$ cat src/rtl/imem_fetch_ctrl_if.sv
// Bundle of loader, control, instruction-memory and IF/ID signals for imem_fetch_ctrl.
// The slave modport is the controller's view; master is the view of whatever surrounds it.
interface imem_fetch_ctrl_if;
  logic        ld_start;
  logic        ld_valid;
  logic        ld_ready;
  logic [6:0]  ld_addr;
  logic [31:0] ld_data;
  logic        ld_last;

  logic        run_start;
  logic        stall;
  logic        redirect;
  logic [31:0] redirect_pc;
  logic        halt_req;

  logic [31:0] im_addr;
  logic        im_we;
  logic [31:0] im_wdata;
  logic [31:0] im_rdata;

  logic [31:0] if_id_ir;
  logic [31:0] if_id_pc4;
  logic        if_id_valid;
  logic [1:0]  state;
  logic        fault;

  modport slave (
    input  ld_start, ld_valid, ld_addr, ld_data, ld_last,
    input  run_start, stall, redirect, redirect_pc, halt_req,
    input  im_rdata,
    output ld_ready, im_addr, im_we, im_wdata,
    output if_id_ir, if_id_pc4, if_id_valid, state, fault
  );

  modport master (
    output ld_start, ld_valid, ld_addr, ld_data, ld_last,
    output run_start, stall, redirect, redirect_pc, halt_req,
    output im_rdata,
    input  ld_ready, im_addr, im_we, im_wdata,
    input  if_id_ir, if_id_pc4, if_id_valid, state, fault
  );
endinterface

$ cat src/rtl/imem_fetch_ctrl.sv
// Owns the instruction-memory port: loads a program through the loader handshake,
// then runs the fetch stage (PC, IF/ID register, stall, redirect, halt, fault).
module imem_fetch_ctrl #(
  parameter int unsigned IMEM_WORDS = 128,
  parameter logic [31:0] RESET_PC   = 32'h0
) (
  input  logic              clk,
  input  logic              rst,
  imem_fetch_ctrl_if.slave  bus
);

  typedef enum logic [1:0] {
    ST_IDLE = 2'b00,
    ST_LOAD = 2'b01,
    ST_RUN  = 2'b10,
    ST_HALT = 2'b11
  } state_e;

  localparam logic [29:0] WORD_LIMIT = 30'(IMEM_WORDS);

  state_e      state_q, state_d;
  logic [31:0] pc_q, pc_d;
  logic [31:0] ifIdIr_q, ifIdIr_d;
  logic [31:0] ifIdPc4_q, ifIdPc4_d;
  logic        ifIdValid_q, ifIdValid_d;
  logic        fault_q, fault_d;

  logic        loadWrite;
  logic        redirectMisaligned;
  logic        fetchOutOfRange;

  assign loadWrite          = (state_q == ST_LOAD) && bus.ld_valid;
  assign redirectMisaligned = (bus.redirect_pc[1:0] != 2'b00);
  assign fetchOutOfRange    = (pc_q[31:2] >= WORD_LIMIT);

  // The memory port belongs to the loader only while a load word is being written.
  assign bus.ld_ready = (state_q == ST_LOAD);
  assign bus.im_we    = loadWrite;
  assign bus.im_addr  = loadWrite ? {23'd0, bus.ld_addr, 2'b00} : pc_q;
  assign bus.im_wdata = loadWrite ? bus.ld_data : 32'd0;

  assign bus.if_id_ir    = ifIdIr_q;
  assign bus.if_id_pc4   = ifIdPc4_q;
  assign bus.if_id_valid = ifIdValid_q;
  assign bus.state       = state_q;
  assign bus.fault       = fault_q;

  always_ff @(posedge clk or posedge rst) begin
    if (rst) begin
      state_q     <= ST_IDLE;
      pc_q        <= RESET_PC;
      ifIdIr_q    <= 32'd0;
      ifIdPc4_q   <= 32'd0;
      ifIdValid_q <= 1'b0;
      fault_q     <= 1'b0;
    end else begin
      state_q     <= state_d;
      pc_q        <= pc_d;
      ifIdIr_q    <= ifIdIr_d;
      ifIdPc4_q   <= ifIdPc4_d;
      ifIdValid_q <= ifIdValid_d;
      fault_q     <= fault_d;
    end
  end

  always_comb begin
    state_d     = state_q;
    pc_d        = pc_q;
    ifIdIr_d    = ifIdIr_q;
    ifIdPc4_d   = ifIdPc4_q;
    ifIdValid_d = ifIdValid_q;
    fault_d     = fault_q;

    unique case (state_q)
      ST_IDLE: begin
        if (bus.ld_start) begin
          state_d = ST_LOAD;
        end else if (bus.run_start) begin
          state_d = ST_RUN;
          pc_d    = RESET_PC;
        end
      end

      ST_LOAD: begin
        if (bus.ld_valid && bus.ld_last) begin
          state_d = ST_IDLE;
        end
      end

      ST_RUN: begin
        // Halt beats redirect, which beats the range check, which beats stall.
        if (bus.halt_req) begin
          state_d     = ST_HALT;
          ifIdValid_d = 1'b0;
          ifIdIr_d    = 32'd0;
        end else if (bus.redirect && redirectMisaligned) begin
          state_d     = ST_HALT;
          fault_d     = 1'b1;
          ifIdValid_d = 1'b0;
          ifIdIr_d    = 32'd0;
        end else if (bus.redirect) begin
          pc_d        = bus.redirect_pc;
          ifIdValid_d = 1'b0;
          ifIdIr_d    = 32'd0;
        end else if (fetchOutOfRange) begin
          state_d     = ST_HALT;
          fault_d     = 1'b1;
          ifIdValid_d = 1'b0;
          ifIdIr_d    = 32'd0;
        end else if (!bus.stall) begin
          ifIdIr_d    = bus.im_rdata;
          ifIdPc4_d   = pc_q + 32'd4;
          ifIdValid_d = 1'b1;
          pc_d        = pc_q + 32'd4;
        end
      end

      ST_HALT: begin
        ifIdValid_d = 1'b0;
        if (bus.ld_start) begin
          state_d = ST_LOAD;
          fault_d = 1'b0;
          pc_d    = RESET_PC;
        end else if (bus.run_start) begin
          state_d = ST_RUN;
          fault_d = 1'b0;
          pc_d    = RESET_PC;
        end
      end
    endcase
  end

  // IF/ID only ever carries a real instruction while fetching.
  assert property (@(posedge clk) disable iff (rst) ifIdValid_q |-> (state_q == ST_RUN));
  assert property (@(posedge clk) disable iff (rst) bus.im_we |-> bus.ld_ready);

endmodule

$ cat src/flat_wrapper.sv
// flat-port wrapper written by rule: the top's interface ports become plain ports
module imem_fetch_ctrl_flat 
#(
  parameter int unsigned IMEM_WORDS = 128,
  parameter logic [31:0] RESET_PC   = 32'h0
)
  (clk, rst, bus_ld_start, bus_ld_valid, bus_ld_addr, bus_ld_data, bus_ld_last, bus_run_start, bus_stall, bus_redirect, bus_redirect_pc, bus_halt_req, bus_im_rdata, bus_ld_ready, bus_im_addr, bus_im_we, bus_im_wdata, bus_if_id_ir, bus_if_id_pc4, bus_if_id_valid, bus_state, bus_fault);
  imem_fetch_ctrl_if bus_i ();
  input  logic clk;
  input  logic rst;
  input wire logic [$bits(bus_i.ld_start)-1:0] bus_ld_start;
  input wire logic [$bits(bus_i.ld_valid)-1:0] bus_ld_valid;
  input wire logic [$bits(bus_i.ld_addr)-1:0] bus_ld_addr;
  input wire logic [$bits(bus_i.ld_data)-1:0] bus_ld_data;
  input wire logic [$bits(bus_i.ld_last)-1:0] bus_ld_last;
  input wire logic [$bits(bus_i.run_start)-1:0] bus_run_start;
  input wire logic [$bits(bus_i.stall)-1:0] bus_stall;
  input wire logic [$bits(bus_i.redirect)-1:0] bus_redirect;
  input wire logic [$bits(bus_i.redirect_pc)-1:0] bus_redirect_pc;
  input wire logic [$bits(bus_i.halt_req)-1:0] bus_halt_req;
  input wire logic [$bits(bus_i.im_rdata)-1:0] bus_im_rdata;
  output wire logic [$bits(bus_i.ld_ready)-1:0] bus_ld_ready;
  output wire logic [$bits(bus_i.im_addr)-1:0] bus_im_addr;
  output wire logic [$bits(bus_i.im_we)-1:0] bus_im_we;
  output wire logic [$bits(bus_i.im_wdata)-1:0] bus_im_wdata;
  output wire logic [$bits(bus_i.if_id_ir)-1:0] bus_if_id_ir;
  output wire logic [$bits(bus_i.if_id_pc4)-1:0] bus_if_id_pc4;
  output wire logic [$bits(bus_i.if_id_valid)-1:0] bus_if_id_valid;
  output wire logic [$bits(bus_i.state)-1:0] bus_state;
  output wire logic [$bits(bus_i.fault)-1:0] bus_fault;
  assign bus_i.ld_start = bus_ld_start;
  assign bus_i.ld_valid = bus_ld_valid;
  assign bus_i.ld_addr = bus_ld_addr;
  assign bus_i.ld_data = bus_ld_data;
  assign bus_i.ld_last = bus_ld_last;
  assign bus_i.run_start = bus_run_start;
  assign bus_i.stall = bus_stall;
  assign bus_i.redirect = bus_redirect;
  assign bus_i.redirect_pc = bus_redirect_pc;
  assign bus_i.halt_req = bus_halt_req;
  assign bus_i.im_rdata = bus_im_rdata;
  assign bus_ld_ready = bus_i.ld_ready;
  assign bus_im_addr = bus_i.im_addr;
  assign bus_im_we = bus_i.im_we;
  assign bus_im_wdata = bus_i.im_wdata;
  assign bus_if_id_ir = bus_i.if_id_ir;
  assign bus_if_id_pc4 = bus_i.if_id_pc4;
  assign bus_if_id_valid = bus_i.if_id_valid;
  assign bus_state = bus_i.state;
  assign bus_fault = bus_i.fault;
  imem_fetch_ctrl #(.IMEM_WORDS(IMEM_WORDS), .RESET_PC(RESET_PC)) u_core (.clk(clk), .rst(rst), .bus(bus_i));
endmodule
$ cat config.mk
export PLATFORM = sky130hd
export DESIGN_NAME = imem_fetch_ctrl_flat
export DESIGN_NICKNAME = d
export VERILOG_FILES = /design/src/rtl/imem_fetch_ctrl_if.sv /design/src/rtl/imem_fetch_ctrl.sv /design/src/flat_wrapper.sv
export SDC_FILE = /design/constraint.sdc
export NUM_CORES = 1
export LEC_CHECK = 0
export ABC_AREA = 1
export BUFFER_PORTS_ARGS = -buffer_cell sky130_fd_sc_hd__buf_2
export CAP_MARGIN = 20
export CORE_AREA = 10 10 127 129
export DETAILED_ROUTE_END_ITERATION = 7
export DIE_AREA = 0 0 137 139
export PLACE_DENSITY = 0.85
export SYNTH_ARGS = -nofsm -noshare
export SYNTH_HDL_FRONTEND = slang
export SYNTH_SLANG_ARGS = --single-unit
$ cat constraint.sdc
create_clock -name clk -period 8.6 [get_ports clk]
set_clock_uncertainty 0.05 [all_clocks]
set_input_delay 0.43 -clock clk [delete_from_list [all_inputs] [get_ports clk]]
set_output_delay 0.43 -clock clk [all_outputs]
set_load 0.05 [all_outputs]
==> results of run 1 <==
[per-stage QoR]
step                      hold WS, ps  power (uW)  util [%]  instances  cell area (um2)
after floorplan                   426        1430         -        930             5970
after global placement            394        1680      53.2       1320             7270
after detailed placement          397        1700      53.2       1320             7270
after CTS                         117        2100      55.4       1336             7570
after global routing              155        2220      55.6       1337             7590
final                            96.7        2090      55.6       1337             7590
[state kept, by name, summed over array words and instances (netlist names)]
| name | flops |
|---|---|
| u_core.bus.if_id_ir | 32 |
| u_core.bus.if_id_pc4 | 32 |
| u_core.pc_q | 32 |
| u_core.bus.state | 2 |
| u_core.bus.fault | 1 |
| u_core.bus.if_id_valid | 1 |
[kinds of logic (layout without fill, tap and decap cells)]
logic type,count (synthesis),after routing,share of synthesized area [%]
xor+xnor,5,5,0.733
flops,100,100,41.9
buf+inv,159,386,10.8
compound gates,39,39,3.48
fa+ha+maj,6,6,1.26
simple gates,621,621,41.9
[cell usage in the layout, fill, tap and decap left out]
master / Yosys / final
xor2_1: 5 / 5
o211ai_1: 3 / 3
nand3_1: 93 / 93
inv_6: 0 / 1
nor2_4: 1 / 2
nand2_1: 382 / 382
nor3_1: 1 / 1
and2_1: 1 / 1
buf_2: 10 / 245
clkbuf_16: 0 / 9
a21oi_1: 1 / 1
nand3_2: 1 / 1
ha_1: 6 / 6
clkbuf_8: 0 / 1
inv_8: 0 / 2
nand2_2: 2 / 2
dfrtp_1: 100 / 100
inv_4: 0 / 1
inv_1: 120 / 119
buf_16: 0 / 1
o21ai_0: 33 / 33
nand4_1: 6 / 6
clkinv_2: 1 / 1
nand3b_1: 4 / 4
nor2_2: 0 / 1
buf_4: 3 / 3
a22oi_1: 2 / 2
clkinvlp_4: 0 / 1
clkinv_4: 0 / 2
nor2_1: 130 / 128
[power by group through the flow]
stage | combinational (uW) | clock (uW) | sequential, uW
2_1_floorplan | 636 | 0 | 790
3_3_place_gp | 1050 | 0 | 630
3_5_place_dp | 1060 | 0 | 636
4_1_cts | 1070 | 406 | 628
5_1_grt | 1150 | 424 | 642
6_report | 1060 | 399 | 631
[how the worst min path moves through the flow]
| stage | startpoint | to | slack (ps) |
|---|---|---|---|
| 5_1_grt | rst | u_core.bus.if_id_pc4[28] | 150 |
| 4_1_cts | rst | u_core.bus.if_id_ir[3] | 120 |
| 3_5_place_dp | u_core.bus.if_id_pc4[24] | u_core.bus.if_id_pc4[24] | 400 |
| 3_3_place_gp | u_core.bus.if_id_pc4[20] | u_core.bus.if_id_pc4[20] | 390 |
| 6_report | rst | u_core.bus.if_id_ir[3] | 100 |
| 2_1_floorplan | u_core.pc_q[0] | u_core.bus.if_id_pc4[0] | 430 |
[area by class of cell]
class / count / area, um2
well taps: 180 / 225
repair buffers: 249 / 1280
fillers: 1331 / 6070
multi-input cells: 671 / 2840
clock buffers: 10 / 239
clock inverters: 6 / 56.3
flip-flops and latches: 100 / 2500
inverters: 121 / 458
[routing by layer]
layer,vias up,routed length [um],share of wire (%)
met5,-,0,0
met1,2967,8350,42
met4,0,401,2.0
li1,3267,-,-
met3,30,1650,8.4
met2,267,9340,47
[cells in the mapped netlist]
library cell / number
a21oi_1: 1
a22oi_1: 2
and2_1: 1
buf_1: 1
buf_2: 10
buf_4: 3
buf_6: 3
clkbuf_1: 21
clkinv_2: 1
dfrtp_1: 100
ha_1: 6
inv_1: 120
nand2_1: 382
nand2_2: 2
nand3_1: 93
nand3_2: 1
nand3b_1: 4
nand4_1: 6
nor2_1: 130
nor2_4: 1
nor3_1: 1
o211ai_1: 3
o21ai_0: 33
xor2_1: 5
[worst max-delay path, cell delays in order, from the launching register on]
cell and delay, ps:
dfrtp_1 410, inv_1 90, ha_1 240, nand2_1 740, inv_1 390, buf_16 280
o21ai_0 160, buf_2 290
==> out/summary.txt, run 1 <==
Syn Nets -> 1048
setup tns final -> 0 ps
Clk pin slew, worst setup/hold paths -> 80 ps
row cnt -> 43
DRC Markers -> 0
HPWL after DPL -> 15200 um
Hold/Removal Path Class -> primary input to asynchronous set/reset pin
worst flop-to-flop path endpoint -> u_core.pc_q[9]
P_sw -> 1090 uW
CP Launch Point -> u_core.bus.state[1]
part of the cycle the worst path needs -> 40.3%
area leader, netlist -> dfrtp_1
layout cells sized above 1 -> 23.6%
final setup fails -> 0
Lkg Pwr -> 0.00467 uW
WL/cell -> 14.8 um
area share of the leading cell type in the synthesized netlist -> 41.9%
Top Ports -> 246
met3 Use GR -> 4.64%
Cells after Synth -> 930
Clock Power Share -> 19.1%
# Max-Cap Violations -> 0
CTS tree -> done
max frequency -> 289 MHz
Slew @ Worst Pin -> 1100 ps
Flop pwr share -> 30.2%
total gr overflow -> 0
largest net degree at the start of global routing -> 56
initial core utilization -> 43.7%
Cell variety after synth -> 24
Slew Limit Fails -> 0
Max Root-Sink Buffers -> 2
Yosys Warn Count -> 0
vias in the first global route -> 6300
min Tclk post-route -> 3460 ps
outcome -> finished clean
drt pass-1 iters -> 5
Internal -> 1000 uW
register area share after synthesis -> 41.9%
H-tree depth -> 3
Hold-fix buffers, CTS -> 0
worst setup margin -> 5140 ps
global-route wire length before repair -> 31000 um
kind of critical path -> flip-flop to primary output
Ant. Diodes -> 0
antenna violations before repair -> 0
global-route usage over all layers -> 19.8%
Setup Buffers After CTS -> 0
gpl congestion -> 0.917
latest clock arrival within the worst-skew pair -> 340 ps
Root Driver -> clkbuf_16
Die X -> 137 um
post-route antenna net violation count -> 0
Via density -> 4.88
Routed WL -> 19700 um
met1 usage -> 24.6%
total CTS buffers -> 9
dpl ws -> 5090 ps
Mean Syn Cell Area -> 6.42 um2
Port Buffer Count -> 245
Reg2Reg Depth -> 9
Chip Height -> 139 um
global routing's busiest layer -> met2
crit-path max FO -> 34
critical path endpoint -> bus_im_addr[8]
Layout area overhead -> 27.1%
met2 GRT Util -> 33.0%
number of clock sinks -> 100
nets -> 1270
Max VDD drop -> 0.137 mV
DIE AREA -> 19000 um2
RSZ-0062 raised after global routing -> false
Area contributors post-synth -> dfrtp_1 (42%), nand2_1 (24%), nor2_1 (8.2%)
combinational group share of total power -> 50.7%
Startpoint Class -> flip-flop
Iteration-0 DRC Markers -> 523
# resized after CTS -> 0
Synth Cell Area -> 5970 um2
CP endpoint kind -> primary output
sw frac -> 52.1%
register bit total from synthesis -> 100
Worst Path Required -> 8120 ps
core outline area -> 13700 um2
via count -> 6531
worst r2r src -> u_core.bus.state[0]
FF-to-FF setup slack -> 5830 ps
WP data arrival -> 2980 ps
Final Hold Viols -> 0
PwrDens -> 275 nW/um2
relative slew slack -> 26.9%
(Power assumes the default switching activity.)
==> run 2, diff against run 1 <==
==> constraint.sdc (replaced) <==
create_clock -name clk -period 3.2 [get_ports clk]
set_clock_uncertainty 0.05 [all_clocks]
set_input_delay 0.16 -clock clk [delete_from_list [all_inputs] [get_ports clk]]
set_output_delay 0.16 -clock clk [all_outputs]
set_load 0.05 [all_outputs]
==> out/summary.txt, run 2 (synthesis gave the netlist of run 1 again) <==
outcome -> finished clean
global-route wire length before repair -> 32700 um
antenna violations before repair -> 0
relative slew slack -> 56.1%
kind of critical path -> flip-flop to primary output
CP Launch Point -> u_core.bus.state[1]
Startpoint Class -> flip-flop
core outline area -> 13700 um2
layout cells sized above 1 -> 23.6%
area of the multi-input gates -> 2840 um2
Max VDD drop -> 0.316 mV
total gr overflow -> 0
DRC Markers -> 0
gpl congestion -> 0.942
max frequency -> 384 MHz
Finished Layout Cells -> 1364
worst flop-to-flop path endpoint -> u_core.pc_q[25]
FF-to-FF setup slack -> 890 ps
Clk pin slew, worst setup/hold paths -> 70 ps
Hold Startpoint -> bus_im_rdata[0]
Via density -> 4.94
HPWL after DPL -> 15800 um
Ant. Diodes -> 0
CTS tree -> done
Sequential cell area -> 2500 um2
most frequent cells in the layout -> nand2_1 (382), buf_2 (244), nor2_1 (128)
setup tns final -> 0 ps
worst r2r src -> u_core.bus.state[0]
RSZ-0062 raised after global routing -> false
Hold/Removal Path Class -> primary input to flip-flop
Worst Path Required -> 2990 ps
WL/cell -> 15.3 um
final setup fails -> 0
min Tclk post-route -> 2600 ps
Top Ports -> 246
# resized after CTS -> 0
post-route antenna net violation count -> 0
# Max-Cap Violations -> 0
fillcell total -> 1312
nets -> 1298
CP endpoint kind -> primary output
Reg2Reg Depth -> 10
initial core utilization -> 43.7%
largest net degree at the start of global routing -> 55
placed cells -> 1328
Lkg Pwr -> 0.00480 uW
Final Core Density -> 57.5%
Max Root-Sink Buffers -> 2
vias in the first global route -> 6457
Layout area overhead -> 31.6%
Slew Limit Fails -> 0
crit-path max FO -> 22
PwrDens -> 724 nW/um2
Iteration-0 DRC Markers -> 572
dpl ws -> 928 ps
drt pass-1 iters -> 5
commonest non-fill, non-tap cell in the layout -> nand2_1
WP data arrival -> 2390 ps
H-tree depth -> 3
Die X -> 137 um
Worst Hold Path Cells -> 3
latest clock arrival within the worst-skew pair -> 340 ps
DIE AREA -> 19000 um2
part of the cycle the worst path needs -> 81.4%
via count -> 6735
global-route usage over all layers -> 20.9%
Port Buffer Count -> 245
critical path endpoint -> bus_im_addr[9]
WHS -> 16.2 ps
worst setup margin -> 596 ps
Slew @ Worst Pin -> 658 ps
total CTS buffers -> 9
Final Hold Viols -> 0
Chip Height -> 139 um
number of clock sinks -> 100
Root Driver -> clkbuf_16
row cnt -> 43
Routed WL -> 20800 um
[run 2: cell count changes in the layout (fill, tap and decap cells not counted)]
| cell | before | now |
|---|---|---|
| buf_12 | 0 | 1 |
| buf_4 | 3 | 10 |
| clkinvlp_4 | 1 | 0 |
| buf_2 | 245 | 244 |
| clkinv_4 | 2 | 3 |
| dlygate4sd3_1 | 0 | 21 |
| clkbuf_8 | 1 | 0 |
[run 2: cell type report]
class,count,area share [%]
tap,180,2.87
sequential,100,31.8
inverter,121,5.83
clock inverter,6,0.732
timing repair buffer,277,19.8
multi-input combinational,671,36.1
clock buffer,9,2.87
[run 2: routing by layer]
metal	GRT usage (%)	vias up	part of all wire, %
li1	-	3312	-
met1	25.5	3088	40
met2	35.5	308	48
met3	4.89	27	9.3
met4	6.33	0	2.1
met5	0	-	0
[run 2: worst max-delay path, cell delays in order, from the launching register on]
cell	delay, ps
dfrtp_1	430
inv_1	100
ha_1	260
nand2_1	110
inv_1	460
buf_4	370
nor2_1	100
buf_2	220
[run 2: per-stage QoR]
stage          total power [uW]  instance area [um2]
5_1_grt                    6040                 7860
3_3_place_gp               4540                 7340
2_1_floorplan              3830                 5970
3_5_place_dp               4630                 7370
4_1_cts                    5710                 7860
6_report                   5690                 7860
[run 2: report_power, final]
| part | switching, uW | internal, uW |
|---|---|---|
| clock | 508 | 542 |
| sequential | 211 | 1480 |
| combinational | 2240 | 711 |
| total | 2960 | 2730 |
[run 2: how the worst min path moves through the flow]
stage	end	slack (ps)
after floorplan	u_core.bus.if_id_ir[0]	250
after detailed placement	u_core.bus.if_id_pc4[20]	260
after global routing	u_core.bus.if_id_ir[0]	10
final	u_core.bus.if_id_ir[0]	20
after global placement	u_core.bus.if_id_pc4[27]	260
after CTS	u_core.bus.if_id_ir[16]	5
[run 2: timing repair]
item / 4_1_cts / 5_1_grt
hold endpoints to repair: 72 / 0
buffers inserted: 0 / 0
hold buffers: 21 / 0
